`src/rtl/uart_txrx_sched_if.sv`:
```
// Byte-stream and simpleuart register-port signals of the UART TX/RX sequencer.
// The sequencer takes the slave modport; the driving environment takes master.
interface uart_txrx_sched_if #(
  parameter int unsigned TX_DEPTH = 8
);
  localparam int unsigned LW = $clog2(TX_DEPTH) + 1;

  logic          tx_valid;
  logic          tx_ready;
  logic [7:0]    tx_data;
  logic [LW-1:0] tx_level;
  logic          rx_valid;
  logic          rx_ready;
  logic [7:0]    rx_data;
  logic          div_valid;
  logic [31:0]   div_value;
  logic          busy;
  logic [3:0]    reg_div_we;
  logic [31:0]   reg_div_di;
  logic          reg_dat_we;
  logic          reg_dat_re;
  logic [31:0]   reg_dat_di;
  logic [31:0]   reg_dat_do;
  logic          reg_dat_wait;

  modport slave (
    input  tx_valid, tx_data, rx_ready, div_valid, div_value, reg_dat_do, reg_dat_wait,
    output tx_ready, tx_level, rx_valid, rx_data, busy, reg_div_we, reg_div_di, reg_dat_we,
           reg_dat_re, reg_dat_di
  );

  modport master (
    output tx_valid, tx_data, rx_ready, div_valid, div_value, reg_dat_do, reg_dat_wait,
    input  tx_ready, tx_level, rx_valid, rx_data, busy, reg_div_we, reg_div_di, reg_dat_we,
           reg_dat_re, reg_dat_di
  );
endinterface

```
`src/rtl/uart_txrx_sched.sv`:
```
// Sequencer/arbiter in front of simpleuart: buffers TX bytes, drains them through reg_dat_we,
// polls RX through reg_dat_re and owns all divider writes. All register-port strobes are flops.
module uart_txrx_sched #(
  parameter int unsigned TX_DEPTH    = 8,
  parameter logic [31:0] DEFAULT_DIV = 32'd104,
  parameter logic [31:0] NO_DATA     = 32'hFFFF_FFFF
) (
  input logic              clk,
  input logic              resetn,
  uart_txrx_sched_if.slave bus
);
  localparam int unsigned AW = $clog2(TX_DEPTH);
  localparam int unsigned LW = AW + 1;
  localparam logic [LW-1:0] Full = LW'(TX_DEPTH);

  typedef enum logic [2:0] {StInitDiv, StIdle, StDivWr, StTxWr, StRxRd} state_e;

  state_e        state_q, state_d;
  logic [7:0]    mem_q [TX_DEPTH];
  logic [AW-1:0] wr_ptr_q, rd_ptr_q;
  logic [LW-1:0] level_q, level_d;
  logic          div_pend_q, div_pend_d;
  logic [31:0]   div_pend_val_q;
  logic          last_rx_q, last_rx_d;  // 1: most recent grant went to RX
  logic          rx_valid_q;
  logic [7:0]    rx_data_q;
  logic [3:0]    div_we_q;
  logic [31:0]   div_di_q;
  logic          dat_we_q, dat_re_q;
  logic [31:0]   dat_di_q;
  logic          busy_q;
  logic          push, pop, tx_elig, rx_elig;

  assign push    = bus.tx_valid && (level_q != Full);
  assign pop     = (state_q == StTxWr) && !bus.reg_dat_wait;
  assign tx_elig = (level_q != '0);
  assign rx_elig = !rx_valid_q;

  always_comb begin
    state_d   = state_q;
    last_rx_d = last_rx_q;
    unique case (state_q)
      // Stay one extra cycle so the registered divider strobe is seen after reset release.
      StInitDiv: if (div_we_q != 4'h0) state_d = StIdle;
      StIdle: begin
        if (div_pend_q) begin
          state_d = StDivWr;
        end else if (tx_elig && (!rx_elig || last_rx_q)) begin
          state_d   = StTxWr;
          last_rx_d = 1'b0;
        end else if (rx_elig) begin
          state_d   = StRxRd;
          last_rx_d = 1'b1;
        end
      end
      StTxWr:          if (!bus.reg_dat_wait) state_d = StIdle;
      StDivWr, StRxRd: state_d = StIdle;
      default:         state_d = StInitDiv;
    endcase
  end

  always_comb begin
    div_pend_d = div_pend_q;
    // Cleared at grant so a pulse arriving during the grant cycle is not lost.
    if ((state_q == StIdle) && div_pend_q) div_pend_d = 1'b0;
    if (bus.div_valid) div_pend_d = 1'b1;
  end

  always_comb begin
    level_d = level_q;
    unique case ({push, pop})
      2'b10:   level_d = level_q + LW'(1);
      2'b01:   level_d = level_q - LW'(1);
      default: level_d = level_q;
    endcase
  end

  always_ff @(posedge clk) begin
    if (push) mem_q[wr_ptr_q] <= bus.tx_data;
  end

  always_ff @(posedge clk or negedge resetn) begin
    if (!resetn) begin
      state_q        <= StInitDiv;
      wr_ptr_q       <= '0;
      rd_ptr_q       <= '0;
      level_q        <= '0;
      div_pend_q     <= 1'b0;
      div_pend_val_q <= '0;
      last_rx_q      <= 1'b1;
      rx_valid_q     <= 1'b0;
      rx_data_q      <= '0;
      busy_q         <= 1'b0;
    end else begin
      state_q    <= state_d;
      level_q    <= level_d;
      div_pend_q <= div_pend_d;
      last_rx_q  <= last_rx_d;
      busy_q     <= (state_d != StIdle) || (level_d != '0) || div_pend_d;
      if (push) wr_ptr_q <= wr_ptr_q + AW'(1);
      if (pop) rd_ptr_q <= rd_ptr_q + AW'(1);
      if (bus.div_valid) div_pend_val_q <= bus.div_value;
      if ((state_q == StRxRd) && (bus.reg_dat_do != NO_DATA)) begin
        rx_valid_q <= 1'b1;
        rx_data_q  <= bus.reg_dat_do[7:0];
      end else if (bus.rx_ready) begin
        rx_valid_q <= 1'b0;
      end
    end
  end

  // Strobes are loaded from the state being entered, so they line up with state_q.
  always_ff @(posedge clk or negedge resetn) begin
    if (!resetn) begin
      div_we_q <= '0;
      div_di_q <= '0;
      dat_we_q <= 1'b0;
      dat_re_q <= 1'b0;
      dat_di_q <= '0;
    end else begin
      div_we_q <= '0;
      div_di_q <= '0;
      dat_we_q <= 1'b0;
      dat_re_q <= 1'b0;
      dat_di_q <= '0;
      unique case (state_d)
        StInitDiv: begin
          div_we_q <= 4'hF;
          div_di_q <= DEFAULT_DIV;
        end
        StDivWr: begin
          div_we_q <= 4'hF;
          div_di_q <= div_pend_val_q;
        end
        StTxWr: begin
          dat_we_q <= 1'b1;
          dat_di_q <= {24'h0, mem_q[rd_ptr_q]};
        end
        StRxRd:  dat_re_q <= 1'b1;
        default: ;
      endcase
    end
  end

  assign bus.tx_ready   = (level_q != Full);
  assign bus.tx_level   = level_q;
  assign bus.rx_valid   = rx_valid_q;
  assign bus.rx_data    = rx_data_q;
  assign bus.busy       = busy_q;
  assign bus.reg_div_we = div_we_q;
  assign bus.reg_div_di = div_di_q;
  assign bus.reg_dat_we = dat_we_q;
  assign bus.reg_dat_re = dat_re_q;
  assign bus.reg_dat_di = dat_di_q;
endmodule

```
`src/flat_wrapper.sv`:
```
// flat-port wrapper written by rule: the top's interface ports become plain ports
module uart_txrx_sched_flat 
#(
  parameter int unsigned TX_DEPTH    = 8,
  parameter logic [31:0] DEFAULT_DIV = 32'd104,
  parameter logic [31:0] NO_DATA     = 32'hFFFF_FFFF
)
  (clk, resetn, bus_tx_valid, bus_tx_data, bus_rx_ready, bus_div_valid, bus_div_value, bus_reg_dat_do, bus_reg_dat_wait, bus_tx_ready, bus_tx_level, bus_rx_valid, bus_rx_data, bus_busy, bus_reg_div_we, bus_reg_div_di, bus_reg_dat_we, bus_reg_dat_re, bus_reg_dat_di);
  uart_txrx_sched_if #(.TX_DEPTH(TX_DEPTH)) bus_i ();
  input logic clk;
  input logic resetn;
  input wire logic [$bits(bus_i.tx_valid)-1:0] bus_tx_valid;
  input wire logic [$bits(bus_i.tx_data)-1:0] bus_tx_data;
  input wire logic [$bits(bus_i.rx_ready)-1:0] bus_rx_ready;
  input wire logic [$bits(bus_i.div_valid)-1:0] bus_div_valid;
  input wire logic [$bits(bus_i.div_value)-1:0] bus_div_value;
  input wire logic [$bits(bus_i.reg_dat_do)-1:0] bus_reg_dat_do;
  input wire logic [$bits(bus_i.reg_dat_wait)-1:0] bus_reg_dat_wait;
  output wire logic [$bits(bus_i.tx_ready)-1:0] bus_tx_ready;
  output wire logic [$bits(bus_i.tx_level)-1:0] bus_tx_level;
  output wire logic [$bits(bus_i.rx_valid)-1:0] bus_rx_valid;
  output wire logic [$bits(bus_i.rx_data)-1:0] bus_rx_data;
  output wire logic [$bits(bus_i.busy)-1:0] bus_busy;
  output wire logic [$bits(bus_i.reg_div_we)-1:0] bus_reg_div_we;
  output wire logic [$bits(bus_i.reg_div_di)-1:0] bus_reg_div_di;
  output wire logic [$bits(bus_i.reg_dat_we)-1:0] bus_reg_dat_we;
  output wire logic [$bits(bus_i.reg_dat_re)-1:0] bus_reg_dat_re;
  output wire logic [$bits(bus_i.reg_dat_di)-1:0] bus_reg_dat_di;
  assign bus_i.tx_valid = bus_tx_valid;
  assign bus_i.tx_data = bus_tx_data;
  assign bus_i.rx_ready = bus_rx_ready;
  assign bus_i.div_valid = bus_div_valid;
  assign bus_i.div_value = bus_div_value;
  assign bus_i.reg_dat_do = bus_reg_dat_do;
  assign bus_i.reg_dat_wait = bus_reg_dat_wait;
  assign bus_tx_ready = bus_i.tx_ready;
  assign bus_tx_level = bus_i.tx_level;
  assign bus_rx_valid = bus_i.rx_valid;
  assign bus_rx_data = bus_i.rx_data;
  assign bus_busy = bus_i.busy;
  assign bus_reg_div_we = bus_i.reg_div_we;
  assign bus_reg_div_di = bus_i.reg_div_di;
  assign bus_reg_dat_we = bus_i.reg_dat_we;
  assign bus_reg_dat_re = bus_i.reg_dat_re;
  assign bus_reg_dat_di = bus_i.reg_dat_di;
  uart_txrx_sched #(.TX_DEPTH(TX_DEPTH), .DEFAULT_DIV(DEFAULT_DIV), .NO_DATA(NO_DATA)) u_core (.clk(clk), .resetn(resetn), .bus(bus_i));
endmodule
```
`config.mk`:
```
export PLATFORM = sky130hd
export DESIGN_NAME = uart_txrx_sched_flat
export DESIGN_NICKNAME = d
export VERILOG_FILES = /design/src/rtl/uart_txrx_sched_if.sv /design/src/rtl/uart_txrx_sched.sv /design/src/flat_wrapper.sv
export SDC_FILE = /design/constraint.sdc
export NUM_CORES = 1
export LEC_CHECK = 0
export ABC_AREA = 0
export BUFFER_PORTS_ARGS = -buffer_cell sky130_fd_sc_hd__buf_2
export CAP_MARGIN = 20
export CORE_ASPECT_RATIO = 1.4
export CORE_MARGIN = 4
export CORE_UTILIZATION = 36
export CTS_BUF_LIST = sky130_fd_sc_hd__clkbuf_4
export CTS_CLUSTER_DIAMETER = 50
export DETAILED_ROUTE_END_ITERATION = 10
export GPL_TIMING_DRIVEN = 0
export MAX_ROUTING_LAYER = met4
export PLACE_DENSITY = 0.57
export SLEW_MARGIN = 0
export SYNTH_ARGS = -nofsm -noshare
export SYNTH_HDL_FRONTEND = slang
export SYNTH_SLANG_ARGS = --single-unit
export TNS_END_PERCENT = 20
```
`constraint.sdc`:
```
create_clock -name clk -period 3 [get_ports clk]
set_input_delay 0 -clock clk [delete_from_list [all_inputs] [get_ports clk]]
set_output_delay 0 -clock clk [all_outputs]
set_load 0.01 [all_outputs]
```
==> results of run 1 <==
## cell families after synthesis
kind of cell,after synthesis,synth area share (%)
and+or+nand+nor,92,8.65
adders and majority gates,4,0.762
xor gates and xnor gates,9,1.31
buffers and inverters,51,4.90
DFF,164,67.4
AOI/OAI and AO/OA,22,2.69
muxes,68,14.2
other,1,0.0571
## worst max-delay path: cells and delay by family, from the launching register on
kind	cells	cell delay (ns)
compound gates	1	0.23
fa+ha+maj	1	0.37
buf+inv	1	0.15
flops	1	0.53
mux	1	0.32
simple gates	4	1.09
## power breakdown
part	total (mW)	switching (mW)	internal, mW	leakage [nW]
Clock	1.48	0.795	0.684	0.180
Combinational	2.46	1.29	1.16	1.83
Sequential	3.13	0.252	2.88	1.83
Total	7.06	2.34	4.72	3.84
## metal layers
layer / global-route usage, % / vias up
met2: 27.4 / 125
met3: 4.81 / 23
met4: 4.53 / 0
met1: 16.7 / 2037
li1: - / 1912
met5: - / -
## flip-flops by register name, summed over array words and instances, names as in the netlist, 3 cells and up
| register | count |
|---|---|
| u_core.wr_ptr_q | 3 |
| u_core.state_q | 3 |
| u_core.bus.reg_dat_di | 8 |
| u_core.bus.reg_div_di | 32 |
| u_core.rd_ptr_q | 3 |
| u_core.div_pend_val_q | 32 |
| u_core.bus.rx_data | 8 |
| u_core.mem_q | 64 |
| u_core.bus.tx_level | 4 |
## cell usage in the layout, fill, tap and decap left out, types with 5 or more instances in the layout
master,Yosys,layout
mux4_2,16,16
a21o_1,5,5
buf_4,28,30
inv_1,5,5
dfrtp_1,99,99
and2_1,29,29
clkbuf_1,6,6
nand2b_1,5,5
clkbuf_4,0,18
nand4_1,8,8
nor2_1,19,19
mux2i_1,9,9
conb_1,1,24
buf_2,8,146
xnor2_1,5,5
dlygate4sd3_1,0,56
nand2_1,5,5
edfxtp_1,64,64
mux2_2,43,43
## layout make-up
class	instances	area, um^2
Inverter	5	18.8
Clock inverter	14	200
Buffer	46	303
Fill cell	1584	9310
Multi-Input combinational cell	219	1920
Tap cell	240	300
Sequential cell	164	4430
Timing Repair Buffer	198	1310
Clock buffer	18	135
## worst min-delay path by stage
stage                                 start                                     to  slack (ns)  cells after the start
after floorplan                      resetn              u_core.bus.busy$_DFF_PN0_       -0.30                      0
after detailed placement             resetn      u_core.bus.rx_data[4]$_DFFE_PN0P_        0.02                      1
final                     bus_div_value[17]  u_core.div_pend_val_q[17]$_DFFE_PN0P_        0.20                      3
after global routing      bus_div_value[30]  u_core.div_pend_val_q[30]$_DFFE_PN0P_        0.15                      3
after CTS                 bus_div_value[13]  u_core.div_pend_val_q[13]$_DFFE_PN0P_        0.14                      3
after global placement    bus_div_value[26]  u_core.div_pend_val_q[26]$_DFFE_PN0P_        0.23                      2
## metrics by stage
step           setup WS (ns)  hold slack (ns)  area [um^2]  total power, mW  cells
6_report               0.200            0.196         8620             7.06    904
5_1_grt               0.0321            0.151         8620             7.53    904
4_1_cts                0.140            0.139         8620             7.17    904
3_5_place_dp           0.179           0.0151         7700             5.62    815
3_3_place_gp          0.0408            0.232         7640             5.52    811
2_1_floorplan          0.430           -0.296         6650             4.72    434
==> reports/qor.txt, run 1 <==
Yosys top cell area share - 37.7%
Final period utilization - 93.3%
DRC viols - 0
Initial core utilization - 36.6%
Total setup buffers inserted after CTS - 0
Crit path time final - 2.80 ns
Seq/Total Area, Yosys - 67.4%
R2r startpoint - u_core.bus.tx_level[0]$_DFF_PN0_
Status - finished, final reports clean
Max-slew headroom - 30.7%
Max stage delay on crit path - 0.56 ns
Cell taking the most area after synthesis - dfrtp_1
Reg clk slew, reported paths - 0.14 ns
Asr flop ratio synth - 61.0%
Final Setup Violations - 0
Cell row count - 58
Routed met2 length - 7880 um
Synth warnings - 0
Syn Std Cell Area - 6570 um^2
Fraction of layout cells with a size suffix above 1 - 42.9%
Routed WL - 14600 um
Nets - 733
R2R Path End - u_core.bus.busy$_DFF_PN0_
Vias in the first global route - 4607
GRT Residual Overflow - 0
Crit-path slowest cell - or4b_4
Crit path to - u_core.bus.busy$_DFF_PN0_
Data required time of the worst path - 3.44 ns
Die Area - 20500 um^2
Floorplan Core Area - 17900 um^2
Total number of vias - 4097
Die Span X - 122 um
CP startpoint kind - flip-flop
Final Skew - 0.0224 ns
# hold bufs at CTS - 57
# H-tree levels - 4
Critical path cell sequence - or4b_4 -> buf_6 -> nand2_1 -> ha_1 -> mux2_2 -> a211oi_1 -> and4bb_1 -> nand3b_1
Buffers on Ports - 137
Max VDD drop - 0.381 mV
Post-synth top cells - dfrtp_1 (99), edfxtp_1 (64), mux2_2 (43)
Gate Count Post-Synth - 411
CTS Buf Count - 17
M1 wire length - 5500 um
Core Util, Final - 48.1%
Synth Register Bits - 164
Max Slew Vio Count - 0
Global router's overall resource usage - 15.5%
Max Cap Viol - 0
N_diodes - 0
Mean Syn Cell Area - 16.0 um^2
Initial antenna violation count - 0
Sum Neg Setup Slack - 0 ns
Worst Hold Class - primary input to flip-flop
WS Path Type - flip-flop to flip-flop
Post-synth EDFFs - 64
Actual slew at the worst max-slew pin - 1.04 ns
DR top layer - met4
Die height - 168 um
RSZ-0062 raised after global routing - false
Clk sinks - 164
PostCTS Resize Cnt - 0
Crit path capture type - flip-flop
Worst-skew pair later-pin latency - 0.56 ns
Post-DR wirelength/cell - 16.1 um
WL met3 - 970 um
Cell with the most instances after synthesis - dfrtp_1
Root buf cell - clkbuf_4
Pin count of the biggest net entering global routing - 64
Worst-case reg-to-reg path depth - 8
Routability cong. - 0.761
DR iter-0 viols - 180
Worst R2R Setup Slack - 0.20 ns
Detail Route Antenna Nets - 0
Crit path DAT - 3.24 ns
First-pass detailed-route iteration total - 7
Ports - 163
Max clock buf depth - 2
Pwr dens - 820 nW/um^2
Synth area leaders - dfrtp_1 (38%), edfxtp_1 (29%), mux2_2 (7.4%), mux4_2 (5.5%), buf_4 (3.2%)
CP startpoint - u_core.bus.tx_level[0]$_DFF_PN0_
First-pass GRT wire length - 23600 um
Syn-to-layout area delta - 31.3%
Crit path max fanout - 8
Most frequently used flop master after synthesis - dfrtp_1
Post-DP HPWL - 10200 um
Final hold vios - 0
CTS tree - built
Distinct cells, synth - 53
Avg Vias per Cell - 4.53
Max Clock Freq - 0.357 GHz
Leak - 3.84 nW
No activity file was read; power rests on OpenSTA's default activity.
==> inputs of run 2 (changes only) <==
--- a/config.mk
+++ b/config.mk
@@ -15,8 +15,9 @@
 export CTS_CLUSTER_DIAMETER = 50
 export DETAILED_ROUTE_END_ITERATION = 10
 export GPL_TIMING_DRIVEN = 0
+export HOLD_SLACK_MARGIN = 0.15
 export MAX_ROUTING_LAYER = met4
-export PLACE_DENSITY = 0.57
+export PLACE_DENSITY = 0.59
 export SLEW_MARGIN = 0
 export SYNTH_ARGS = -nofsm -noshare
 export SYNTH_HDL_FRONTEND = slang
==> constraint.sdc (replaced) <==
create_clock -name clk -period 2.3 [get_ports clk]
set_input_delay 0 -clock clk [delete_from_list [all_inputs] [get_ports clk]]
set_output_delay 0 -clock clk [all_outputs]
set_load 0.01 [all_outputs]
==> run 2 against run 1 <==
  * The run now ends with negative setup slack left
  * Critical path depth increased by 1
  * Critical path type unchanged
  * Hold slack improved by 0.016 ns
  * First-iteration DRC count decreased by 8.3%
==> reports/qor.txt, run 2 (synthesis results as in run 1) <==
Status - finished, violations left
Failing checks - negative setup slack
Syn-to-layout area delta - 33.1%
Routed WL - 14700 um
Multi-input logic area - 1970 um^2
Cell row count - 58
Clk sinks - 164
Pwr dens - 1050 nW/um^2
Top delay family on crit path - simple AND/OR/NAND/NOR gates
Commonest non-fill, non-tap cell in the layout - buf_2
Data required time of the worst path - 2.73 ns
Max VDD drop - 0.566 mV
Fraction of layout cells with a size suffix above 1 - 44.0%
Max Slew Vio Count - 0
N_diodes - 0
Register area - 4430 um^2
Reg clk slew, reported paths - 0.14 ns
Post-DR wirelength/cell - 16.1 um
Most frequent cells in the layout - buf_2 (143), dfrtp_1 (98), dlygate4sd3_1 (65)
Max Clock Freq - 0.394 GHz
Final period utilization - 110%
Worst setup margin - -0.239 ns
CTS Buf Count - 17
Vias in the first global route - 4455
Die height - 168 um
CTS tree - built
Max reg flops - 64
Pin count of the biggest net entering global routing - 65
CP startpoint - u_core.bus.tx_level[1]$_DFF_PN0_
Root buf cell - clkbuf_4
CP startpoint kind - flip-flop
Die Area - 20500 um^2
Detail Route Antenna Nets - 0
Ports - 163
Die Span X - 122 um
DR iter-0 viols - 165
Max stage delay on crit path - 0.59 ns
Crit-path slowest cell - or4b_4
Largest Register - u_core.mem_q
Max Cap Viol - 0
Floorplan Core Area - 17900 um^2
Crit path time final - 2.54 ns
Core Util, Final - 48.8%
First-pass GRT wire length - 23300 um
Final Setup Violations - 1
Final Skew - 0.0284 ns
Initial core utilization - 36.6%
Critical path cell sequence - buf_6 -> or4b_4 -> a21boi_4 -> xor2_1 -> ha_1 -> mux2_4 -> a211oi_2 -> and4bb_1 -> nand3b_1
DRC viols - 0
Avg Vias per Cell - 4.54
Nets - 746
Crit path buf inv count - 1
RSZ-0062 raised after global routing - true
Final hold vios - 0
Crit path capture type - flip-flop
Worst Hold Class - primary input to flip-flop
Max-slew headroom - 36.1%
Crit path DAT - 2.97 ns
Max clock buf depth - 2
Leak - 3.88 nW
Actual slew at the worst max-slew pin - 0.955 ns
Hold path start - bus_div_value[22]
Routability cong. - 0.766
Worst-skew pair later-pin latency - 0.56 ns
Crit path max fanout - 6
Buffers on Ports - 137
R2r startpoint - u_core.bus.tx_level[1]$_DFF_PN0_
# H-tree levels - 4
Post-DP HPWL - 10200 um
Worst hold slack - 0.211 ns
Total number of vias - 4159
First-pass detailed-route iteration total - 4
Layout filler cell count - 1590
Global router's overall resource usage - 15.3%
GRT Residual Overflow - 0
WS Path Type - flip-flop to flip-flop
Initial antenna violation count - 0
==> run 2: changes by cell type in the layout (fill, tap and decap cells not counted), moves of 2 or more <==
cell           previous run  this run
dlygate4sd3_1            56        65
buf_4                    30        38
buf_2                   146       143
a21oi_1                   3         1
a21oi_2                   2         4
clkinv_1                  0         2
inv_2                     0         2
inv_4                     2         0
nor3_1                    3         1
nor3_2                    2         4
==> run 2: per-layer routing <==
layer	vias to the layer above	wire length, um	share of wire (%)	track usage (%)
met5	-	0	0	-
met2	142	7890	53	26.4
met3	18	1060	7.2	4.67
li1	1940	-	-	-
met4	0	227	1.5	5.26
met1	2059	5570	38	16.8
==> run 2: power breakdown <==
group          switching [mW]  total [mW]  leakage (nW)  internal (mW)
logic                    1.73        3.36          1.89           1.63
registers               0.326        4.08          1.83           3.75
clock network            1.00        1.76         0.162          0.763
==> run 2: layout make-up <==
cell class | instances | share of cell area (%)
Buffer | 45 | 3.42
Clock buffer | 18 | 1.55
Clock inverter | 14 | 1.85
Inverter | 5 | 0.215
Multi-Input combinational cell | 219 | 22.6
Sequential cell | 164 | 50.7
Tap cell | 240 | 3.44
Timing Repair Buffer | 212 | 16.3
==> run 2: per-stage QoR <==
step                total power, mW  setup WS, ns  area (um^2)  TNS, ns  instances
global placement               7.20        -0.756         7640   -17.67        811
detailed placement             7.33        -0.531         7690   -0.841        813
finish                         9.20        -0.239         8740   -0.239        917
global route                   9.82        -0.415         8740   -0.574        917
CTS                            9.30        -0.329         8690   -0.329        913
floorplan                      6.15        -0.246         6650   -0.278        434
==> run 2: repair_timing <==
action / 4_1_cts / 5_1_grt
resized for setup: 9 / 4
pin swaps: 6 / 6
setup endpoints to repair: 3 / 8
endpoints found under the hold margin: 267 / 0
hold buffers: 65 / 0
buffers inserted: 4 / 4
==> run 2: worst register-to-register path, delay by kind of cell, from the launching register on <==
kind / cells / cell delay, ns
flip-flops: 1 / 0.41
adder cells (fa/ha/maj): 1 / 0.24
AND/OR/NAND/NOR: 3 / 0.88
XOR/XNOR: 1 / 0.16
multiplexers: 1 / 0.28
AO/OA/AOI/OAI: 2 / 0.32
buffers and inverters: 1 / 0.14
==> run 2: worst paths after layout <==
check	endpoint	slack, ns	cells past startpoint
worst max register to register	u_core.bus.busy$_DFF_PN0_	-0.24	9
max in group asynchronous	u_core.bus.tx_level[0]$_DFF_PN0_	0.96	4
worst max-delay path	u_core.bus.busy$_DFF_PN0_	-0.24	9
worst min-delay path	u_core.div_pend_val_q[22]$_DFFE_PN0P_	0.21	3
worst min register to register	u_core.bus.reg_div_di[14]$_DFF_PN0_	0.49	1
min in group asynchronous	u_core.bus.reg_dat_di[7]$_DFF_PN0_	0.60	3
==> inputs of run 3 (changes only) <==
==> constraint.sdc (replaced) <==
create_clock -name clk -period 2.1 [get_ports clk]
set_input_delay 0 -clock clk [delete_from_list [all_inputs] [get_ports clk]]
set_output_delay 0 -clock clk [all_outputs]
set_load 0.01 [all_outputs]
==> run 3 against run 2 <==
  * The run still ends with negative setup slack left
  * Total power is 13% higher
  * Hold slack better by 0.012 ns
  * Final cell count is 0.22% higher
  * Clock skew is 0.016 ns lower
  * Fmax is 0.50% lower
  * Largest power group unchanged
  * Critical endpoint unchanged
  * First-iteration DRC count is 4.8% higher
  * Global-route usage hardly changed
  * Die area stayed put
  * Via count is 0.63% higher
  * Sequential power is 9.8% higher
==> reports/qor.txt, run 3 (synthesis results as in run 1) <==
Status - finished, violations left
Failing checks - negative setup slack
Max Slew Vio Count - 0
Worst-case reg-to-reg path depth - 9
Top delay family on crit path - simple AND/OR/NAND/NOR gates
Syn-to-layout area delta - 34.5%
Worst Hold Class - primary input to flip-flop
Clock power share - 17.8%
Crit path to - u_core.bus.busy$_DFF_PN0_
Cell row count - 58
Worst setup margin - -0.451 ns
Die Area - 20500 um^2
Max reg flops - 64
Detail Route Antenna Nets - 0
Total number of vias - 4185
Crit path time final - 2.55 ns
Initial antenna violation count - 0
WL met3 - 894 um
Post-DP HPWL - 10300 um
Clk sinks - 164
Final hold vios - 0
CP startpoint - u_core.bus.tx_level[1]$_DFF_PN0_
Critical path cell sequence - buf_6 -> or4b_4 -> a21boi_4 -> xor2_1 -> ha_1 -> mux2_4 -> a211oi_2 -> and4bb_1 -> nand3b_1
Die Span X - 122 um
Max stage delay on crit path - 0.57 ns
Floorplan Core Area - 17900 um^2
Final instance count without filler cells - 919
# H-tree levels - 4
DR top layer - met4
Buffers on Ports - 137
Pwr dens - 1180 nW/um^2
Cells after DPL - 813
Final Setup Violations - 9
Finished Cell Area - 8830 um^2
Max clock buf depth - 2
Worst slack, placed - -0.787 ns
WS Path Type - flip-flop to flip-flop
Final period utilization - 121%
Max Clock Freq - 0.392 GHz
Crit path buf inv count - 1
Crit path capture type - flip-flop
Leak - 3.92 nW
Max-slew headroom - 43.8%
Root buf cell - clkbuf_4
Crit path max fanout - 4
Post-DR wirelength/cell - 16.2 um
M1 wire length - 5710 um
Die height - 168 um
Global router's overall resource usage - 15.3%
Ports - 163
Most frequent cells in the layout - buf_2 (140), dfrtp_1 (97), edfxtp_1 (64)
Data required time of the worst path - 2.51 ns
GRT Residual Overflow - 0
Initial core utilization - 36.6%
Max Cap Viol - 0
Hold path start - bus_div_value[17]
RSZ-0062 raised after global routing - true
R2r startpoint - u_core.bus.tx_level[1]$_DFF_PN0_
Worst R2R Setup Slack - -0.45 ns
Pin count of the biggest net entering global routing - 61
Power after layout - 10.4 mW
CP startpoint kind - flip-flop
Largest Register - u_core.mem_q
Actual slew at the worst max-slew pin - 0.838 ns
Switch Pwr - 3.42 mW
DRC viols - 0
Crit path DAT - 2.96 ns
Vias in the first global route - 4584
CTS Buf Count - 17
First-pass GRT wire length - 23400 um
First-pass detailed-route iteration total - 4
WP depth - 9
Hold depth - 3
Seq pwr share - 42.9%
Routability cong. - 0.747
DP Area - 7700 um^2
N_diodes - 0
Commonest non-fill, non-tap cell in the layout - buf_2
Worst-skew pair later-pin latency - 0.53 ns
Final Skew - 0.0125 ns
Crit-path slowest cell - or4b_4
Routed met2 length - 8090 um
Reg clk slew, reported paths - 0.12 ns
Logic pwr share - 39.3%
DR iter-0 viols - 173
Switching share of power - 32.8%
CTS tree - built
Sum Neg Setup Slack - -1.31 ns
Max VDD drop - 0.519 mV
Cell-internal power - 7.02 mW
Fraction of layout cells with a size suffix above 1 - 46.4%
Avg Vias per Cell - 4.55
Nets - 749
R2R Path End - u_core.bus.busy$_DFF_PN0_
Routed WL - 14900 um
run 3: final cells by class:
type | count | area (um^2)
multi-input cells | 219 | 2030
repair buffers | 215 | 1460
well taps | 240 | 300
clock buffers | 19 | 143
plain buffers | 45 | 320
fillers | 1615 | 9090
flip-flops and latches | 164 | 4430
clock inverters | 12 | 139
inverters | 5 | 18.8
run 3: worst min-delay path by stage:
stage / to / slack, ns
after detailed placement: u_core.bus.reg_dat_di[1]$_DFF_PN0_ / 0.04
after global routing: u_core.div_pend_val_q[13]$_DFFE_PN0P_ / 0.17
after global placement: u_core.div_pend_val_q[29]$_DFFE_PN0P_ / 0.23
after CTS: u_core.div_pend_val_q[13]$_DFFE_PN0P_ / 0.15
final: u_core.div_pend_val_q[17]$_DFFE_PN0P_ / 0.22
after floorplan: u_core.bus.busy$_DFF_PN0_ / -0.30
run 3: metal layers:
metal  up-vias  GRT usage, %
li1       1942             -
met1      2096          16.9
met2       130          26.7
met3        17          4.23
met4         0          5.02
met5         -             -
run 3: worst register-to-register path: cells and delay by family (launching register included):
family | cells | cell delay (ns)
AOI/OAI and AO/OA | 2 | 0.34
DFF | 1 | 0.41
and+or+nand+nor | 3 | 0.87
adders and majority gates | 1 | 0.25
xor gates and xnor gates | 1 | 0.16
buffers and inverters | 1 | 0.12
muxes | 1 | 0.28
run 3: power groups by stage:
stage          logic (mW)  clock network [mW]  registers [mW]
4_1_cts              3.81                1.93            4.49
5_1_grt              4.47                2.07            4.58
6_report             4.11                1.85            4.48
2_1_floorplan        2.05                   0            4.69
3_5_place_dp         3.48                   0            4.55
3_3_place_gp         3.37                   0            4.50
run 3: stage by stage:
step                hold slack, ns  utilization, %
global placement             0.231            42.6
CTS                          0.154            48.3
floorplan                   -0.296               -
global route                 0.166            49.3
detailed placement          0.0436            43.0
finish                       0.224            49.3
run 3: what timing repair did:
action / 4_1_cts / 5_1_grt
gates cloned: 0 / 2
buffers inserted: 6 / 11
hold buffers: 57 / 0
pin swaps: 7 / 10
hold endpoints to repair: 255 / 0
resized for setup: 15 / 24
setup endpoints to repair: 69 / 57
